## src/rtl/button_pkg.sv

```systemverilog
// rtl/button_pkg.sv - shared state type and default timing constants for the button classifier
package button_pkg;

  localparam int unsigned LONG_CYCLES_DEF   = 50_000_000;
  localparam int unsigned DCLICK_CYCLES_DEF = 12_500_000;
  localparam int unsigned REPEAT_CYCLES_DEF = 5_000_000;

  typedef enum logic [2:0] {
    IDLE           = 3'd0,
    PRESSED        = 3'd1,
    WAIT_SECOND    = 3'd2,
    SECOND_PRESSED = 3'd3,
    LONG_HELD      = 3'd4
  } btn_state_t;

  // Largest of three timing parameters, used to size the shared cycle counter.
  function automatic int unsigned max3(input int unsigned a, input int unsigned b,
                                       input int unsigned c);
    int unsigned m;
    m = (a > b) ? a : b;
    return (m > c) ? m : c;
  endfunction

endpackage

```

## src/rtl/button_press_classifier_edge_detector.sv

```systemverilog
// rtl/button_press_classifier_edge_detector.sv - one-cycle rise/fall strobes of a synchronous level
module edge_detector (
  input  logic clk_i,
  input  logic rst_n_i,
  input  logic btn_i,
  output logic rise,
  output logic fall
);

  logic btn_q;

  // Previous-cycle button level; resets low so a held button reads as a fresh rise.
  always_ff @(posedge clk_i or negedge rst_n_i) begin
    if (!rst_n_i) btn_q <= 1'b0;
    else          btn_q <= btn_i;
  end

  assign rise = btn_i & ~btn_q;
  assign fall = ~btn_i & btn_q;

endmodule

```

## src/rtl/button_press_classifier.sv

```systemverilog
// rtl/button_press_classifier.sv - single/double/long press classifier; BUTTON_PRESS_CLASSIFIER_AUTOREPEAT_EN enables long-press autorepeat
module button_press_classifier
  import button_pkg::*;
#(
  parameter int unsigned LONG_CYCLES   = LONG_CYCLES_DEF,
  parameter int unsigned DCLICK_CYCLES = DCLICK_CYCLES_DEF,
  parameter int unsigned REPEAT_CYCLES = REPEAT_CYCLES_DEF
) (
  input  logic clk_i,
  input  logic rst_n_i,
  input  logic btn_i,
  output logic press_o,
  output logic single_o,
  output logic double_o,
  output logic long_o,
  output logic busy_o
);

  // One spare bit above the largest timeout so no compare value can alias a wrapped count.
  localparam int unsigned CNT_W = $clog2(max3(LONG_CYCLES, DCLICK_CYCLES, REPEAT_CYCLES)) + 1;

  localparam logic [CNT_W-1:0] LONG_LAST   = CNT_W'(LONG_CYCLES - 1);
  localparam logic [CNT_W-1:0] DCLICK_LAST = CNT_W'(DCLICK_CYCLES - 1);
  localparam logic [CNT_W-1:0] CNT_MAX     = {CNT_W{1'b1}};
`ifdef BUTTON_PRESS_CLASSIFIER_AUTOREPEAT_EN
  localparam logic [CNT_W-1:0] REPEAT_LAST = CNT_W'(REPEAT_CYCLES - 1);
`endif

  logic             rise;
  logic             fall;
  btn_state_t       state;
  btn_state_t       state_d;
  logic [CNT_W-1:0] cnt;
  logic             cnt_clr;
  logic             single_d;
  logic             double_d;
  logic             long_d;

  edge_detector u_edge (
    .clk_i   (clk_i),
    .rst_n_i (rst_n_i),
    .btn_i   (btn_i),
    .rise    (rise),
    .fall    (fall)
  );

  // Next-state and pulse decode; edges are tested before timeouts so they win ties.
  always_comb begin
    state_d  = state;
    cnt_clr  = 1'b0;
    single_d = 1'b0;
    double_d = 1'b0;
    long_d   = 1'b0;
    case (state)
      IDLE: begin
        if (rise) state_d = PRESSED;
      end
      PRESSED: begin
        if (fall) begin
          state_d = WAIT_SECOND;
        end else if (cnt == LONG_LAST) begin
          state_d = LONG_HELD;
          long_d  = 1'b1;
        end
      end
      WAIT_SECOND: begin
        if (rise) begin
          state_d  = SECOND_PRESSED;
          double_d = 1'b1;
        end else if (cnt == DCLICK_LAST) begin
          state_d  = IDLE;
          single_d = 1'b1;
        end
      end
      SECOND_PRESSED: begin
        if (fall) state_d = IDLE;
      end
      LONG_HELD: begin
        if (fall) begin
          state_d = IDLE;
        end
`ifdef BUTTON_PRESS_CLASSIFIER_AUTOREPEAT_EN
        else if (btn_i && (cnt == REPEAT_LAST)) begin
          long_d  = 1'b1;
          cnt_clr = 1'b1;
        end
`endif
      end
      default: state_d = IDLE;
    endcase
  end

  // State register and dwell counter; counter restarts on entry and saturates while parked.
  always_ff @(posedge clk_i or negedge rst_n_i) begin
    if (!rst_n_i) begin
      state <= IDLE;
      cnt   <= '0;
    end else begin
      state <= state_d;
      if ((state_d != state) || cnt_clr) cnt <= '0;
      else if (cnt != CNT_MAX)           cnt <= cnt + 1'b1;
    end
  end

  // Registered outputs: every pulse lands the cycle after the condition that caused it.
  always_ff @(posedge clk_i or negedge rst_n_i) begin
    if (!rst_n_i) begin
      press_o  <= 1'b0;
      single_o <= 1'b0;
      double_o <= 1'b0;
      long_o   <= 1'b0;
      busy_o   <= 1'b0;
    end else begin
      press_o  <= rise;
      single_o <= single_d;
      double_o <= double_d;
      long_o   <= long_d;
      busy_o   <= (state_d != IDLE);
    end
  end

endmodule

```

## config.mk

```make
export PLATFORM = sky130hd
export DESIGN_NAME = button_press_classifier
export DESIGN_NICKNAME = d
export VERILOG_FILES = /design/src/rtl/button_pkg.sv /design/src/rtl/button_press_classifier_edge_detector.sv /design/src/rtl/button_press_classifier.sv
export SDC_FILE = /design/constraint.sdc
export NUM_CORES = 1
export LEC_CHECK = 0
export BUFFER_PORTS_ARGS = -buffer_cell sky130_fd_sc_hd__clkbuf_2
export CORE_AREA = 2 2 77 79
export DETAILED_ROUTE_END_ITERATION = 12
export DIE_AREA = 0 0 79 81
export SETUP_SLACK_MARGIN = 0.2
export SLEW_MARGIN = 15
export SYNTH_ARGS = -nofsm -noshare
export SYNTH_HDL_FRONTEND = slang
export SYNTH_HIERARCHICAL = 1
export SYNTH_SLANG_ARGS = --single-unit
```

## constraint.sdc

```tcl
create_clock -name clk_i -period 5.6 [get_ports clk_i]
set_input_delay 0.28 -clock clk_i [delete_from_list [all_inputs] [get_ports clk_i]]
set_output_delay 0.28 -clock clk_i [all_outputs]
set_load 0.01 [all_outputs]
```

==> Flow_metrics.wiki <==
{| class="wikitable"
! Metric !! Value
|-
| Status || completed
|-
| CTS Buf Count || 5
|-
| Family with the most delay on the worst path || simple AND/OR/NAND/NOR gates
|-
| Fraction of registers with async set or reset after synthesis || 100.0%
|-
| CTS tree || built
|-
| Number of setup violations in the final report || 0
|-
| IR Drop Worst-Case VDD || 0.1176 mV
|-
| Most common cell after layout, fill and taps aside || dfrtp_1
|-
| Weighted congestion at the end of routability-driven global placement || 0.8366
|-
| Post-DR wirelength/cell || 14.79 um
|-
| Maximum number of pins on one net before global-route repair || 37
|-
| Number of buffers inserted to repair setup after CTS || 0
|-
| Total number of vias || 1823
|-
| Achievable frequency || 0.4024 GHz
|-
| Hold buffers post-CTS || 0
|-
| Ys Warns || 6
|-
| Total Nets Final || 243
|-
| Endpoint type of the worst setup path || flop
|-
| Static leakage || 0.0008957 uW
|-
| Cells after Synth || 239
|-
| Core Rows || 28
|-
| MaxCap Viol Count || 0
|-
| Internal power || 459.7 uW
|-
| Critical path data required time || 5.78 ns
|-
| Type of the tightest min-delay check || input port to async pin
|-
| Count of pins on the block boundary || 8
|-
| Leftover overflow at the end of global routing || 0
|-
| Total negative slack for setup checks || 0 ns
|-
| RSZ-0062 raised after global routing || no
|-
| Fraction of layout instances using a drive strength above 1 || 12.92%
|-
| Number of antenna-violating nets in the routed design || 0
|-
| Count of buffering cells on the critical path with inverters included || 1
|-
| H-tree depth || 2
|-
| Syn Std Cell Area || 2180 um^2
|-
| Antenna violations before repair || 0
|-
| Type of element launching the critical path || flop
|-
| First-pass GRT wire length || 8.183 mm
|-
| Share of the clock period used by the worst path || 44.37%
|-
| Number of vias per cell || 5.787
|-
| Total global routing track utilization || 16.26%
|-
| Slowest cell delay on critical path || 0.42 ns
|-
| Worst-margin pin slew || 0.8859 ns
|-
| Remaining routing DRC violations || 0
|-
| Slowest cell on the critical path || dfrtp_1
|-
| Number of nets produced by synthesis || 243
|-
| Cell taking the most area after synthesis || dfrtp_1
|-
| Sequential cell fraction of total power || 49.5%
|-
| Number of instances resized during post-cts repair || 0
|-
| Comb pwr share || 15.5%
|-
| #FFs+latches synth || 36
|-
| DP Area || 2242 um^2
|-
| CP Cell Sequence || ha_1 > and4_1 > nand4_1 > a22o_1 > a32oi_2 > buf_4 > o21ba_2
|-
| Root Buffer Master || clkbuf_8
|-
| Power dissipated by switching net loads || 183.3 uW
|-
| CP Max Fanout || 25
|-
| Switching share of total power || 28.51%
|-
| Detailed-placement wirelength estimate || 3.295 mm
|-
| Wire length after detailed routing || 4.660 mm
|-
| Yosys cell types || 52
|-
| Via count of the first global-routing pass || 1743
|-
| Slew Limit Fails || 0
|-
| Clock latency reported for the late side of the worst-skew pair || 0.29 ns
|-
| Synth top area cells || dfrtp_1, a21oi_1, nand3_1, nor2_1, xnor2_1
|-
| Share of the yosys chip area belonging to registers || 41.33%
|-
| Core area || 5675 um^2
|-
| Maximum clock insertion buffer count || 2
|-
| Effective utilization at floorplan || 38.40%
|-
| Share of total power in the clock network || 35.1%
|-
| Area growth syn-to-layout || 7.807%
|-
| Commonest cells after routing, fill and taps aside || dfrtp_1, nor2_1, nand2_1, nand3_1, a21oi_1
|-
| Post-synth EDFFs || 0
|-
| Clock transition at the register clock pins on the worst setup and hold paths after CTS || 0.07 ns
|-
| Die boundary height || 81 um
|-
| Post-synth top area share || 41.33%
|-
| Final Hold Fails || 0
|-
| First-iteration detailed-routing DRC count || 88
|-
| Arr. time, crit path || 2.67 ns
|-
| TritonRoute pass-1 iters || 5
|-
| Count of port buffers added during placement || 7
|-
| Diodes inserted || 0
|-
| Clock Skews || 0.004752 ns
|-
| Synthesized area divided by synthesized cell count || 9.120 um^2
|-
| Pwr Density || 273.6 nW/um^2
|-
| Post-layout minimum cycle time || 2.485 ns
|-
| Relative max-transition margin || 40.94%
|-
| Final Instance Area || 2350 um^2
|-
| Clock Sinks || 36
|-
| Commonest register cell after synthesis || dfrtp_1
|-
| Die ar. || 6399 um^2
|-
| Die span in x || 79 um
|-
| Worst Setup Path Type || flop to flop
|}
==> worst paths after layout <==
kind | start | to | slack [ns] | depth (start not counted)
worst max-delay path | cnt[0] | cnt[21] | 3.12 | 7
worst min-delay path | rst_n_i | busy_o | 0.1 | 1
worst max register to register | cnt[0] | cnt[21] | 3.12 | 7
worst min register to register | u_edge/btn_q | press_o | 0.52 | 1
max in group asynchronous | rst_n_i | cnt[16] | 4.95 | 1
min in group clk_i | btn_i | u_edge/btn_q | 0.12 | 1
==> final cells by class <==
type / instances / area (um^2)
Fill cell: 599 / 3326
Multi-Input combinational cell: 183 / 1186
Sequential cell: 36 / 900.9
Tap cell: 75 / 93.84
Clock buffer: 6 / 72.57
Timing Repair Buffer: 8 / 42.54
Clock inverter: 2 / 35.03
Inverter: 5 / 18.77
==> metrics by stage <==
step,std cells,worst slack [ns],hold slack (ns),total power [uW],utilization (%)
final,315,3.115,0.09923,643.0,41.40
after global routing,315,2.877,0.1151,681.3,41.40
after CTS,315,3.126,0.1121,654.6,41.40
after detailed placement,307,3.151,0.4185,424.3,39.51
after global placement,307,3.198,0.4100,420.9,39.51
after floorplan,239,3.529,-0.01559,393.8,-
==> layer usage <==
| metal | GRT usage, % | up-vias | wire length (um) |
|---|---|---|---|
| met4 | 6.379 | 0 | 71 |
| met3 | 3.333 | 6 | 159 |
| li1 | - | 893 | - |
| met5 | 0 | - | 0 |
| met1 | 21.09 | 891 | 2158 |
| met2 | 26.78 | 33 | 2270 |
==> cells in the mapped netlist (3+ instances only) <==
master    number
a211oi_1       3
a21oi_1       17
a311oi_1       3
a31oi_1        3
and2_1         3
and3_1         7
buf_2          6
clkbuf_1       5
dfrtp_1       36
inv_1          5
nand2_1       18
nand3_1       17
nand4_1        9
nor2_1        19
nor3_1         8
nor4_1         5
o21ai_0       11
o31ai_1        5
or3_1          6
or4_1          5
xnor2_1        8
==> power by group through the flow <==
stage | logic (uW) | clock network [uW] | registers (uW)
final | 99.4 | 225 | 318
after global routing | 114 | 244 | 323
after CTS | 102 | 235 | 318
after detailed placement | 101 | 0 | 323
after global placement | 99.0 | 0 | 322
after floorplan | 84.8 | 0 | 309
==> cell families (layout without fill, tap and decap cells) <==
kind of cell    after synthesis  count (layout)  synth area share, %
mux                           1               1               0.4593
compound gates               50              50                15.50
buf+inv                      20              21                4.248
fa+ha+maj                     1               1               0.5740
flops                        36              36                41.33
simple gates                121             121                33.87
xor+xnor                     10              10                4.019
==> flip-flops by register name, summed over array words and instances (netlist names) <==
| register | flops |
|---|---|
| press_o | 1 |
| double_o | 1 |
| u_edge/btn_q | 1 |
| single_o | 1 |
| state | 3 |
| long_o | 1 |
| busy_o | 1 |
| cnt | 27 |
Power figures use the tool's default switching activity.
